$ cat src/rtl/serial_sub4_if.sv
// Handshake, operand and result bundle for the bit-serial 4-bit subtractor.
interface serial_sub4_if;
    logic start;
    logic a1, a2, a3, a4;
    logic b1, b2, b3, b4;
    logic bin;
    logic busy;
    logic done;
    logic d1, d2, d3, d4;
    logic bout;
    logic ovf;

    modport master (
        output start, a1, a2, a3, a4, b1, b2, b3, b4, bin,
        input  busy, done, d1, d2, d3, d4, bout, ovf
    );

    modport slave (
        input  start, a1, a2, a3, a4, b1, b2, b3, b4, bin,
        output busy, done, d1, d2, d3, d4, bout, ovf
    );
endinterface

$ cat src/rtl/serial_sub4.sv
// Bit-serial 4-bit subtractor: D = A - B - bin via one full-adder slice (A + ~B + ~bin),
// LSB first over four SHIFT cycles, with start/busy/done handshake.
module serial_sub4 #(
    parameter int unsigned HOLD_OPERANDS = 1
) (
    input logic         clk,
    input logic         rst,
    serial_sub4_if.slave bus
);

    typedef enum logic [1:0] {IDLE, SHIFT, DONE} state_t;

    state_t     state;
    state_t     state_next;
    logic [3:0] a_q;
    logic [3:0] b_q;
    logic [3:0] a_cur;
    logic [3:0] b_cur;
    logic [3:0] result;
    logic [3:0] d_q;
    logic [1:0] idx;
    logic       carry;
    logic       bout_q;
    logic       ovf_q;
    logic       take;
    logic       a_bit;
    logic       nb_bit;
    logic       sum;
    logic       carry_next;

    // Slice inputs come from the captured copy or straight from the ports.
    always_comb begin
        a_cur      = (HOLD_OPERANDS != 0) ? a_q : {bus.a4, bus.a3, bus.a2, bus.a1};
        b_cur      = (HOLD_OPERANDS != 0) ? b_q : {bus.b4, bus.b3, bus.b2, bus.b1};
        a_bit      = a_cur[idx];
        nb_bit     = ~b_cur[idx];
        sum        = a_bit ^ nb_bit ^ carry;
        carry_next = (a_bit & nb_bit) | (a_bit & carry) | (nb_bit & carry);
        take       = bus.start && ((state == IDLE) || (state == DONE));
    end

    always_ff @(posedge clk or posedge rst) begin
        if (rst) begin
            state <= IDLE;
        end else begin
            state <= state_next;
        end
    end

    always_comb begin
        state_next = state;
        case (state)
            IDLE:    if (bus.start) state_next = SHIFT;
            SHIFT:   if (idx == 2'd3) state_next = DONE;
            DONE:    state_next = bus.start ? SHIFT : IDLE;
            default: state_next = IDLE;
        endcase
    end

    always_comb begin
        bus.busy = (state == SHIFT);
        bus.done = (state == DONE);
        bus.d1   = d_q[0];
        bus.d2   = d_q[1];
        bus.d3   = d_q[2];
        bus.d4   = d_q[3];
        bus.bout = bout_q;
        bus.ovf  = ovf_q;
    end

    always_ff @(posedge clk or posedge rst) begin
        if (rst) begin
            a_q    <= '0;
            b_q    <= '0;
            result <= '0;
            d_q    <= '0;
            idx    <= '0;
            carry  <= 1'b0;
            bout_q <= 1'b0;
            ovf_q  <= 1'b0;
        end else if (take) begin
            a_q   <= {bus.a4, bus.a3, bus.a2, bus.a1};
            b_q   <= {bus.b4, bus.b3, bus.b2, bus.b1};
            carry <= ~bus.bin;
            idx   <= '0;
        end else if (state == SHIFT) begin
            result[idx] <= sum;
            carry       <= carry_next;
            idx         <= idx + 2'd1;
            // On the MSB, carry still holds the carry into bit 3 used for overflow.
            if (idx == 2'd3) begin
                d_q    <= {sum, result[2:0]};
                bout_q <= ~carry_next;
                ovf_q  <= carry ^ carry_next;
            end
        end
    end

endmodule

$ cat src/flat_wrapper.sv
// flat-port wrapper written by rule: the top's interface ports become plain ports
module serial_sub4_flat 
#(
    parameter int unsigned HOLD_OPERANDS = 1
)
  (clk, rst, bus_start, bus_a1, bus_a2, bus_a3, bus_a4, bus_b1, bus_b2, bus_b3, bus_b4, bus_bin, bus_busy, bus_done, bus_d1, bus_d2, bus_d3, bus_d4, bus_bout, bus_ovf);
  serial_sub4_if bus_i ();
  input logic clk;
  input logic rst;
  input wire logic [$bits(bus_i.start)-1:0] bus_start;
  input wire logic [$bits(bus_i.a1)-1:0] bus_a1;
  input wire logic [$bits(bus_i.a2)-1:0] bus_a2;
  input wire logic [$bits(bus_i.a3)-1:0] bus_a3;
  input wire logic [$bits(bus_i.a4)-1:0] bus_a4;
  input wire logic [$bits(bus_i.b1)-1:0] bus_b1;
  input wire logic [$bits(bus_i.b2)-1:0] bus_b2;
  input wire logic [$bits(bus_i.b3)-1:0] bus_b3;
  input wire logic [$bits(bus_i.b4)-1:0] bus_b4;
  input wire logic [$bits(bus_i.bin)-1:0] bus_bin;
  output wire logic [$bits(bus_i.busy)-1:0] bus_busy;
  output wire logic [$bits(bus_i.done)-1:0] bus_done;
  output wire logic [$bits(bus_i.d1)-1:0] bus_d1;
  output wire logic [$bits(bus_i.d2)-1:0] bus_d2;
  output wire logic [$bits(bus_i.d3)-1:0] bus_d3;
  output wire logic [$bits(bus_i.d4)-1:0] bus_d4;
  output wire logic [$bits(bus_i.bout)-1:0] bus_bout;
  output wire logic [$bits(bus_i.ovf)-1:0] bus_ovf;
  assign bus_i.start = bus_start;
  assign bus_i.a1 = bus_a1;
  assign bus_i.a2 = bus_a2;
  assign bus_i.a3 = bus_a3;
  assign bus_i.a4 = bus_a4;
  assign bus_i.b1 = bus_b1;
  assign bus_i.b2 = bus_b2;
  assign bus_i.b3 = bus_b3;
  assign bus_i.b4 = bus_b4;
  assign bus_i.bin = bus_bin;
  assign bus_busy = bus_i.busy;
  assign bus_done = bus_i.done;
  assign bus_d1 = bus_i.d1;
  assign bus_d2 = bus_i.d2;
  assign bus_d3 = bus_i.d3;
  assign bus_d4 = bus_i.d4;
  assign bus_bout = bus_i.bout;
  assign bus_ovf = bus_i.ovf;
  serial_sub4 #(.HOLD_OPERANDS(HOLD_OPERANDS)) u_core (.clk(clk), .rst(rst), .bus(bus_i));
endmodule
$ cat config.mk
export PLATFORM = sky130hd
export DESIGN_NAME = serial_sub4_flat
export DESIGN_NICKNAME = d
export VERILOG_FILES = /design/src/rtl/serial_sub4_if.sv /design/src/rtl/serial_sub4.sv /design/src/flat_wrapper.sv
export SDC_FILE = /design/constraint.sdc
export NUM_CORES = 1
export LEC_CHECK = 0
export BUFFER_PORTS_ARGS = -buffer_cell sky130_fd_sc_hd__buf_2
export CAP_MARGIN = 30
export CORE_ASPECT_RATIO = 0.5
export CORE_UTILIZATION = 39
export CTS_CLUSTER_DIAMETER = 120
export DETAILED_ROUTE_END_ITERATION = 10
export PLACE_DENSITY = 0.56
export SKIP_CTS_REPAIR_TIMING = 1
export SLEW_MARGIN = 25
export SYNTH_ARGS = -nofsm -noshare
export SYNTH_HDL_FRONTEND = slang
export SYNTH_SLANG_ARGS = --single-unit
$ cat constraint.sdc
create_clock -name clk -period 4.5 [get_ports clk]
set_clock_uncertainty 0.15 [all_clocks]
set_input_delay 0 -clock clk [delete_from_list [all_inputs] [get_ports clk]]
set_output_delay 0 -clock clk [all_outputs]
set_load 0.01 [all_outputs]
Yosys cells after proc, flatten, opt, wreduce, memory -nomap -nowiden

Index checks and enable logic that the tools add are counted.

Reduce and logical (&&, ||, !) cells: 8
Multiplexer cells: 15
Bitwise logic cells: 12
Equal/unequal tests: 5
Magnitude comparators: 2
Add/sub/neg operators: 1

Operator list:

| cell                | count |
|---|---|
| $mux 2              | 4 |
| $mux 1              | 6 |
| $pmux 2 s3          | 1 |
| $bmux 1 s2          | 2 |
| $bwmux 4            | 1 |
| $eq 2x2->1 const B  | 2 |
| $not 1->1           | 4 |
| $reduce_and 2->1    | 2 |
| $and 1x1->1         | 3 |
| $lt 2x3->1 const B  | 1 |
| $reduce_and 3->1    | 1 |
| $xor 1x1->1         | 3 |
| $add 2x1->2 const B | 1 |
| $demux 1 s2         | 1 |
| $eq 2x1->1 const B  | 1 |
| $ge 2x1->1 const B  | 1 |
| $logic_and 1x1->1   | 2 |
| $logic_not 2->1     | 1 |
| $ne 2x1->1 const B  | 1 |
| $ne 2x2->1 const B  | 1 |
| $or 1x1->1          | 2 |
| $reduce_bool 2->1   | 1 |
| $logic_or 1x1->1    | 1 |

Bits of input ports: 12
Register bits: 23
Logic and storage cells: 52

Logic depth before layout (Yosys ltp)

Gate-level depths: netlist of run 1.

Depth after elaboration: 8
Depth in mapped cells: 6

Worst setup path before layout of run 1

Ideal clock, no wire load.

Path type: flip-flop to flip-flop
Start: register u_core.idx[0]
End: register u_core.carry
Buffers on the path: 0
Setup slack: 2,424 ps
Library setup time: 127 ps
Required time: 4,223 ps
Stages on the path, launching flop included: 6
Data arrival time: 1,800 ps
Path through: dfrtp_1 -> mux4_2 -> fa_1 -> mux2_2 -> nand2_1 -> o21ai_0

Longest elaborated chain between the ends: 8

RTL lines:

| what                         | RTL line          | source |
|---|---|---|
| start, declared              | serial_sub4.sv:21 | `logic [1:0] idx;` |
| start signal, assigned       | serial_sub4.sv:89 | `idx <= idx + 2'd1;` |
| $bmux 1 s2                   | serial_sub4.sv:36 | `nb_bit = ~b_cur[idx];` |
| $mux 1 (implied by the code) | serial_sub4.sv:36 |  |
| $not 1->1                    | serial_sub4.sv:36 |  |
| $and 1x1->1                  | serial_sub4.sv:38 | `carry_next = (a_bit & nb_bit) \| (a_bit & carry) \| (nb_bit & carry);` |
| $or 1x1->1                   | serial_sub4.sv:38 |  |
| $or 1x1->1 (*)               | serial_sub4.sv:38 |  |
| $mux 1 (*)                   | serial_sub4.sv:86 | `end else if (state == SHIFT) begin` |
| $mux 1 (*)                   | serial_sub4.sv:81 | `end else if (take) begin` |
| end signal, assigned         | serial_sub4.sv:84 | `carry <= ~bus.bin;` |
| end signal, assigned         | serial_sub4.sv:88 | `carry <= carry_next;` |
| end, declared                | serial_sub4.sv:22 | `logic carry;` |

Every way passes the cells marked *; elsewhere a longest branch is shown, timed or not. The select of a mux whose other input is x is not followed.
A chain may end at the register's enable or synchronous reset.

Worst setup path in the final report of run 1

Same ends and word-level chain as after synthesis.

==> impl_metrics.py, run 1 <==
metrics = {
    "critical_path": {
        "crit_path_top_delay_cell": "mux4_2",
        "crit_path_end_kind": "flip-flop",
        "timing.critical_path.from": "u_core.idx[0]",
        "crit_buf_inv": 0,
        "cp_data_arrival_time_ns": 2.19,
        "path_max_fanout": 7,
        "rr_startpoint": "u_core.idx[0]",
        "path_cells": "mux4_2 -> fa_1 -> mux2_2 -> nand2_1 -> o21ai_0",
        "crit_type": "reg -> reg",
        "cp_top_family": "multiplexers",
        "start_kind": "flip-flop",
        "cp.required_ns": 4.49,
        "slowest_delay_ns": 0.56,
    },
    "placement": {
        "pre_cts_ws_ns": 2.287,
        "dpl_cell_area_sq_um": 1176,
        "hpwl_microns": 1380,
        "port_buffers": 19,
        "dp_cells": 144,
        "gp_congestion": 0.7583,
    },
    "sta": {
        "hold_ws_ns": 0.2982,
        "maxSlewHeadroom_pct": 44.51,
        "final-setup-viol-count": 0,
        "fin_crit_sh_pct": 49.10,
        "worst_slack_ns": 2.290,
        "period_needed_ns": 2.210,
        "rsz0062_at_grt": "no",
        "tightest_slew_ns": 0.8314,
        "fmax_mhz": 452.6,
        "hold_violations": 0,
        "slew_viol_final": 0,
        "fin_tns_setup_ns": 0,
    },
    "floorplanning": {
        "coreArea_sq_um": 2387,
        "die_y_microns": 38.84,
        "row_count": 12,
        "initial_core_util_pct": 44.34,
        "die_area_sq_um": 2939,
        "num_io_pins": 20,
        "die_w_microns": 75.68,
    },
    "logic_synthesis": {
        "yosysTopAreaCell": "dfrtp_1",
        "yosysTopAreaCellShare_pct": 52.01,
        "synth_edf_count": 0,
        "ys_warn_count": 0,
        "synth-main-ff-cell": "dfrtp_1",
        "ys_seq_area_share_pct": 52.01,
        "ys_top_cells_by_count": "nand2_1, dfrtp_1, mux2_2, o21ai_0, inv_1",
        "synth.most_common_cell": "nand2_1",
        "synth_area_per_cell_sq_um": 11.38,
        "ys_ff_latch": 22,
        "synth.distinct_cells": 20,
        "syn_nets": 110,
        "async_flop_share_pct": 100.0,
        "synth_top_cells_by_area": "dfrtp_1, nand2_1, mux2_2",
        "synth.cell_area_sq_um": 1059,
        "synthCells": 93,
    },
    "routing": {
        "totalWireLength_microns": 1851,
        "routed.top_layer": "met3",
        "dr.pass1.iters": 2,
        "drc_errors": 0,
        "wl_per_cell_microns": 11.72,
        "route.met3.wl_microns": 94,
        "ant_nets": 0,
        "drtIter0Drc": 44,
        "wl_met1_microns": 905,
        "wl_met2_microns": 851,
        "via_per_inst": 4.500,
        "vias": 711,
    },
    "global_routing": {
        "grt_max_degree": 23,
        "grt_pass1_wl_microns": 2994,
        "grt_pass1_vias": 650,
        "grt_use_total_pct": 14.71,
        "grt-ovfl-total": 0,
        "antenna_found_initial": 0,
    },
    "power_and_ir_drop": {
        "ir_worst_vdd_uv": 301.3,
        "p_leak_nw": 0.6862,
        "power_mw": 0.9175,
        "powerDensity_nw_per_um2": 691.1,
    },
    "clocking": {
        "cts.clk_slew.worst_paths_ns": 0.07,
        "h-tree-depth": 1,
        "clk_latency_ns": 0.26,
        "clock_sinks": 22,
        "cts_tree": "done",
        "cts_root_buf": "clkbuf_8",
        "cts_buffers": 3,
        "clockBufferDepth": 2,
    },
    "finish": {
        "final_util_pct": 55.61,
        "n_antenna_cell": 0,
        "stdcell_count": 158,
        "syn2layout_area_growth_pct": 25.41,
        "stdcell_area_sq_um": 1328,
        "fill_cells": 233,
        "final_nets": 142,
        "layout-drive-gt1-share_pct": 31.71,
    },
    "worst_hold_path": {
        "hp-class": "in -> async",
    },
    "run": {
        "drv_cap": 0,
    },
    "status": {
        "run_status": "complete, no violations",
    },
}
-- where the power goes --
| group | leakage, nW | internal (mW) | switching (mW) |
|---|---|---|---|
| sequential | 0.269 | 0.295 | 0.0793 |
| clock | 0.0216 | 0.0597 | 0.0589 |
| combinational | 0.395 | 0.230 | 0.195 |
-- flip-flops by register name, indices dropped and copies added, names as in the netlist --
| register | flops |
|---|---|
| u_core.d_q | 4 |
| u_core.state | 2 |
| u_core.idx | 2 |
| u_core.bus.ovf | 1 |
| u_core.a_cur | 4 |
| u_core.carry | 1 |
| u_core.bus.bout | 1 |
| u_core.result | 3 |
| u_core.b_cur | 4 |
-- metal layers --
metal	track usage (%)	vias to the layer above
li1	-	360
met1	18.95	335
met2	23.44	16
met3	5.729	0
met4	3.704	0
met5	0	-
-- layout by cell type (no fill, tap or decap), types with 2 or more instances in the layout --
| cell | synthesis | routed |
|---|---|---|
| clkbuf_8 | 0 | 3 |
| inv_1 | 5 | 5 |
| ha_1 | 4 | 4 |
| mux2_4 | 3 | 3 |
| mux4_2 | 2 | 2 |
| dlygate4sd3_1 | 0 | 11 |
| mux2_2 | 6 | 6 |
| and2b_1 | 2 | 2 |
| nand2_1 | 29 | 29 |
| buf_2 | 2 | 19 |
| nand2_2 | 3 | 3 |
| o21ai_0 | 6 | 6 |
| dfrtp_1 | 22 | 22 |
-- worst paths after layout --
check	end	slack, ns	cells past startpoint
min in group clk	u_core.b_cur[3]	0.31	4
max in group asynchronous	u_core.d_q[3]	3.39	3
hold reg to reg	u_core.b_cur[0]	0.33	2
hold / removal	u_core.d_q[2]	0.30	3
setup reg to reg	u_core.carry	2.29	5
setup / recovery	u_core.carry	2.29	5
-- worst reg2reg max path, stage by stage, from the launching register on --
cell and delay (ns):
dfrtp_1 0.50, mux4_2 0.56, fa_1 0.46, mux2_2 0.28, nand2_1 0.06, o21ai_0 0.07
-- cell families (layout without fill, tap and decap cells) --
logic type                 Yosys count  after routing  synth area share [%]
AOI/OAI and AO/OA                    7              7                 3.546
buffers and inverters                9             39                 4.374
muxes                               11             11                 14.89
and+or+nand+nor                     38             38                 17.73
DFF                                 22             22                 52.01
adders and majority gates            5              5                 6.620
xor gates and xnor gates             1              1                0.8276
-- area by class of cell --
type	instances	area, sq um	area share [%]
flip-flops and latches	22	550.5	41.47
multi-input cells	62	461.7	34.78
repair buffers	30	205.2	15.46
well taps	35	43.79	3.299
clock buffers	3	41.29	3.110
inverters	6	25.02	1.885
No activity file was read; power rests on OpenSTA's default activity.
==> inputs of run 2 (changes only) <==
PLACE_DENSITY = 0.58   (was 0.56)
clock period = 1.8 ns   (was 4.5 ns; I/O delays follow)
==> run 2 against run 1 <==
Against the previous run:
- the run now ends with setup timing left
- power grew to 2.8 times the previous value
- die area is the same
- core utilization up 3.3 points
- hold slack worse by 0.15 ns
- global-route usage is essentially flat
- via count down 0.56%
- setup slack lost 2.5 ns
- clock power grew to 3.9 times the previous value
- combinational power rose to 2.9 times the previous value
- count of clock-buffer cells in the layout stayed put
- final cell count is 3.2% higher
- sequential cell count is the same
- largest cell class unchanged
- largest power group unchanged
==> impl_metrics.py, run 2 (synthesis gave the netlist of run 1 again) <==
metrics = {
    "clocking": {
        "cts.clk_slew.worst_paths_ns": 0.09,
        "h-tree-depth": 1,
        "clock_sinks": 22,
        "cts_buffers": 3,
        "cts_tree": "done",
        "cts_root_buf": "clkbuf_8",
        "clk_latency_ns": 0.27,
        "clockBufferDepth": 2,
    },
    "sta": {
        "maxSlewHeadroom_pct": 75.32,
        "worst_slack_ns": -0.1988,
        "hold_violations": 0,
        "slew_viol_final": 0,
        "final-setup-viol-count": 6,
        "rsz0062_at_grt": "yes",
        "tightest_slew_ns": 0.3702,
        "hold_ws_ns": 0.1529,
        "fin_crit_sh_pct": 111.0,
        "period_needed_ns": 1.999,
        "fmax_mhz": 500.3,
    },
    "finish": {
        "layout_common_cells": "nand2_1, dfrtp_1, buf_2",
        "layout-drive-gt1-share_pct": 38.28,
        "stdcell_area_sq_um": 1406,
        "final_common_cell": "nand2_1",
        "syn2layout_area_growth_pct": 32.86,
        "final_nets": 146,
        "n_antenna_cell": 0,
    },
    "floorplanning": {
        "initial_core_util_pct": 44.34,
        "die_w_microns": 75.68,
        "coreArea_sq_um": 2387,
        "num_io_pins": 20,
        "row_count": 12,
        "die_area_sq_um": 2939,
        "die_y_microns": 38.84,
    },
    "routing": {
        "totalWireLength_microns": 1882,
        "vias": 707,
        "wl_per_cell_microns": 11.55,
        "dr.pass1.iters": 3,
        "drtIter0Drc": 12,
        "via_per_inst": 4.337,
        "ant_nets": 0,
        "drc_errors": 0,
    },
    "critical_path": {
        "slowest_delay_ns": 0.52,
        "cp_data_arrival_time_ns": 2.00,
        "rr_worst_depth": 4,
        "rr_startpoint": "u_core.idx[0]",
        "crit_path_end_kind": "flip-flop",
        "cp.depth": 4,
        "reg2reg_slack_ns": -0.20,
        "crit_type": "reg -> reg",
        "crit_path_end": "u_core.result[2]",
        "crit_buf_inv": 1,
        "path_cells": "mux4_2 -> inv_2 -> fa_2 -> mux2_4",
        "timing.critical_path.from": "u_core.idx[0]",
        "path_max_fanout": 4,
        "crit_path_top_delay_cell": "mux4_2",
        "cp_top_family": "multiplexers",
        "rr_endpoint": "u_core.result[2]",
        "cp.required_ns": 1.80,
        "start_kind": "flip-flop",
    },
    "power_and_ir_drop": {
        "powerDensity_nw_per_um2": 1849,
        "power_mw": 2.600,
        "ir_worst_vdd_uv": 729.7,
        "p_leak_nw": 0.7255,
    },
    "placement": {
        "port_buffers": 19,
        "dpl_cell_area_sq_um": 1210,
        "gp_congestion": 0.7122,
        "hpwl_microns": 1291,
        "pre_cts_ws_ns": -0.1855,
    },
    "global_routing": {
        "grt_pass1_vias": 609,
        "antenna_found_initial": 0,
        "grt_use_total_pct": 14.66,
        "grt-ovfl-total": 0,
        "grt_pass1_wl_microns": 2870,
        "grt_max_degree": 23,
    },
    "run": {
        "drv_cap": 0,
    },
    "status": {
        "run_status": "finished with violations",
        "violations": "setup timing",
    },
    "worst_hold_path": {
        "hp-class": "in -> async",
    },
}
[run 2: cell type report]
class | count | area [sq um]
tap | 35 | 43.79
inverter | 6 | 25.02
multi-input combinational | 62 | 475.5
sequential | 22 | 551.8
timing repair buffer | 34 | 239.0
clock buffer | 3 | 41.29
clock inverter | 1 | 30.03
fill | 218 | 980.9
[run 2: power by group]
part           switching [mW]  internal (mW)
combinational           0.528          0.687
clock                   0.165          0.297
sequential              0.183          0.740
total                   0.876           1.72
[run 2: worst min-delay path by stage]
stage	end	depth (start not counted)
2_1_floorplan	u_core.a_cur[0]	1
3_3_place_gp	u_core.d_q[0]	3
3_5_place_dp	u_core.d_q[0]	3
4_1_cts	u_core.state[1]	3
5_1_grt	u_core.idx[1]	4
6_report	u_core.carry	4
[run 2: routing by layer]
layer / global-route usage [%] / up-vias / wire (microns)
met5: 0 / - / 0
met4: 5.556 / 0 / 0
met3: 6.250 / 0 / 63
met2: 24.33 / 15 / 816
met1: 17.16 / 320 / 1003
li1: - / 372 / -
[run 2: stage by stage]
step	utilization [%]	TNS, ns	instances
after global routing	58.91	-1.411	163
after global placement	50.68	-0.8931	148
after floorplan	-	-0.8207	93
final	58.91	-1.066	163
after detailed placement	50.68	-1.024	148
after CTS	53.67	-1.225	152
[run 2: tightest hold or removal path, cell delays in order]
cell	delay (ns)
dlygate4sd3_1	0.53
buf_2	0.12
inv_1	0.04
buf_4	0.28
==> inputs of run 3 (changes only) <==
RECOVER_POWER = 50   (was not set)
==> run 3 against run 2 <==
Against the previous run:
- the flow still finishes with violations (setup timing)
- count of clock-buffer cells in the layout stayed put
- core utilization shrank 0.16 points
- critical path depth unchanged
- via count rose by 0.28%
- die area is the same
- sequential share of layout area up 0.10 points
- maximum frequency unchanged
- sequential cell count stayed put
==> impl_metrics.py, run 3 (synthesis gave the netlist of run 1 again) <==
metrics = {
    "finish": {
        "layout_common_cells": "nand2_1, dfrtp_1, buf_2",
        "multi_input_area_sq_um": 475.5,
        "fill_cells": 220,
        "stdcell_area_sq_um": 1403,
        "register_area_sq_um": 551.8,
        "n_antenna_cell": 0,
        "final_common_cell": "nand2_1",
        "final_nets": 146,
        "syn2layout_area_growth_pct": 32.51,
        "layout-drive-gt1-share_pct": 37.50,
    },
    "critical_path": {
        "cp_data_arrival_time_ns": 2.00,
        "path_max_fanout": 4,
        "cp.required_ns": 1.80,
        "timing.critical_path.from": "u_core.idx[0]",
        "crit_path_top_delay_cell": "mux4_2",
        "slowest_delay_ns": 0.52,
        "rr_startpoint": "u_core.idx[0]",
        "start_kind": "flip-flop",
        "path_cells": "mux4_2 -> inv_2 -> fa_2 -> mux2_4",
        "crit_path_end_kind": "flip-flop",
        "crit_type": "reg -> reg",
    },
    "routing": {
        "wl_met2_microns": 817,
        "wl_met1_microns": 996,
        "via_per_inst": 4.350,
        "vias": 709,
        "ant_nets": 0,
        "route.met3.wl_microns": 63,
        "drtIter0Drc": 12,
        "wl_per_cell_microns": 11.52,
        "drc_errors": 0,
        "routed.top_layer": "met3",
        "totalWireLength_microns": 1877,
        "dr.pass1.iters": 3,
    },
    "global_routing": {
        "grt_use_total_pct": 14.66,
        "antenna_found_initial": 0,
        "grt-ovfl-total": 0,
        "grt_pass1_vias": 609,
        "grt_pass1_wl_microns": 2870,
        "grt_max_degree": 23,
    },
    "sta": {
        "fin_tns_setup_ns": -1.066,
        "slew_viol_final": 0,
        "fin_crit_sh_pct": 111.0,
        "worst_slack_ns": -0.1988,
        "rsz0062_at_grt": "yes",
        "hold_violations": 0,
        "period_needed_ns": 1.999,
        "tightest_slew_ns": 1.179,
        "final-setup-viol-count": 6,
        "maxSlewHeadroom_pct": 21.42,
        "fmax_mhz": 500.3,
    },
    "power_and_ir_drop": {
        "p_leak_nw": 0.7219,
        "powerDensity_nw_per_um2": 1853,
        "ir_worst_vdd_uv": 729.7,
    },
    "worst_hold_path": {
        "hp-class": "in -> reg",
        "hp-start": "bus_b2",
    },
    "status": {
        "run_status": "finished with violations",
        "violations": "setup timing",
    },
    "floorplanning": {
        "num_io_pins": 20,
        "row_count": 12,
        "die_area_sq_um": 2939,
        "die_y_microns": 38.84,
        "coreArea_sq_um": 2387,
        "die_w_microns": 75.68,
        "initial_core_util_pct": 44.34,
    },
    "clocking": {
        "clock_sinks": 22,
        "clk_latency_ns": 0.27,
        "cts_tree": "done",
        "cts_buffers": 3,
        "h-tree-depth": 1,
        "clockBufferDepth": 2,
        "cts.clk_slew.worst_paths_ns": 0.09,
        "cts_root_buf": "clkbuf_8",
    },
    "run": {
        "drv_cap": 0,
    },
    "placement": {
        "dpl_cell_area_sq_um": 1210,
        "port_buffers": 19,
        "gp_congestion": 0.7122,
        "hpwl_microns": 1291,
    },
}
[run 3: cell count changes in the layout (fill, tap and decap cells not counted)]
cell / before / now
buf_4: 3 / 2
clkbuf_1: 0 / 1
[run 3: critical path, delay by kind of cell (launching register included)]
family,cells,cell delay [ns]
adders and majority gates,1,0.45
buffers and inverters,1,0.08
DFF,1,0.40
muxes,2,0.80
[run 3: power by group]
part | internal [mW] | switching (mW)
combinational | 0.686 | 0.528
clock | 0.297 | 0.165
sequential | 0.740 | 0.183
[run 3: metal layers]
| metal | vias up | global-route usage, % |
|---|---|---|
| li1 | 372 | - |
| met1 | 322 | 17.16 |
| met2 | 15 | 24.33 |
| met3 | 0 | 6.250 |
| met4 | 0 | 5.556 |
| met5 | - | 0 |
[run 3: area by class of cell]
| cell class | instances | area share, % |
|---|---|---|
| Sequential cell | 22 | 39.34 |
| Multi-Input combinational cell | 62 | 33.90 |
| Timing Repair Buffer | 34 | 16.77 |
| Tap cell | 35 | 3.122 |
| Clock buffer | 3 | 2.944 |
| Clock inverter | 1 | 2.141 |
| Inverter | 6 | 1.784 |
[run 3: stage by stage]
| stage | total power [mW] | instances | hold slack [ns] | util (%) | setup slack, ns |
|---|---|---|---|---|---|
| 3_3_place_gp | 2.048 | 148 | -0.1019 | 50.68 | -0.1593 |
| 2_1_floorplan | 1.773 | 93 | -0.1608 | - | -0.1660 |
| 4_1_cts | 2.529 | 152 | -0.3889 | 53.67 | -0.2176 |
| 3_5_place_dp | 2.061 | 148 | -0.09978 | 50.68 | -0.1855 |
| 6_report | 2.599 | 163 | 0.2976 | 58.75 | -0.1988 |
| 5_1_grt | 2.815 | 163 | 0.3139 | 58.75 | -0.2545 |
[run 3: worst paths after layout]
kind                                          to  slack (ns)  depth (start not counted)
worst max-delay path            u_core.result[2]       -0.20                          4
worst min-delay path             u_core.b_cur[1]        0.30                          4
worst max register to register  u_core.result[2]       -0.20                          4
worst min register to register   u_core.bus.bout        0.32                          2
max in group asynchronous          u_core.idx[0]        0.23                          4
min in group asynchronous           u_core.carry        0.49                          4
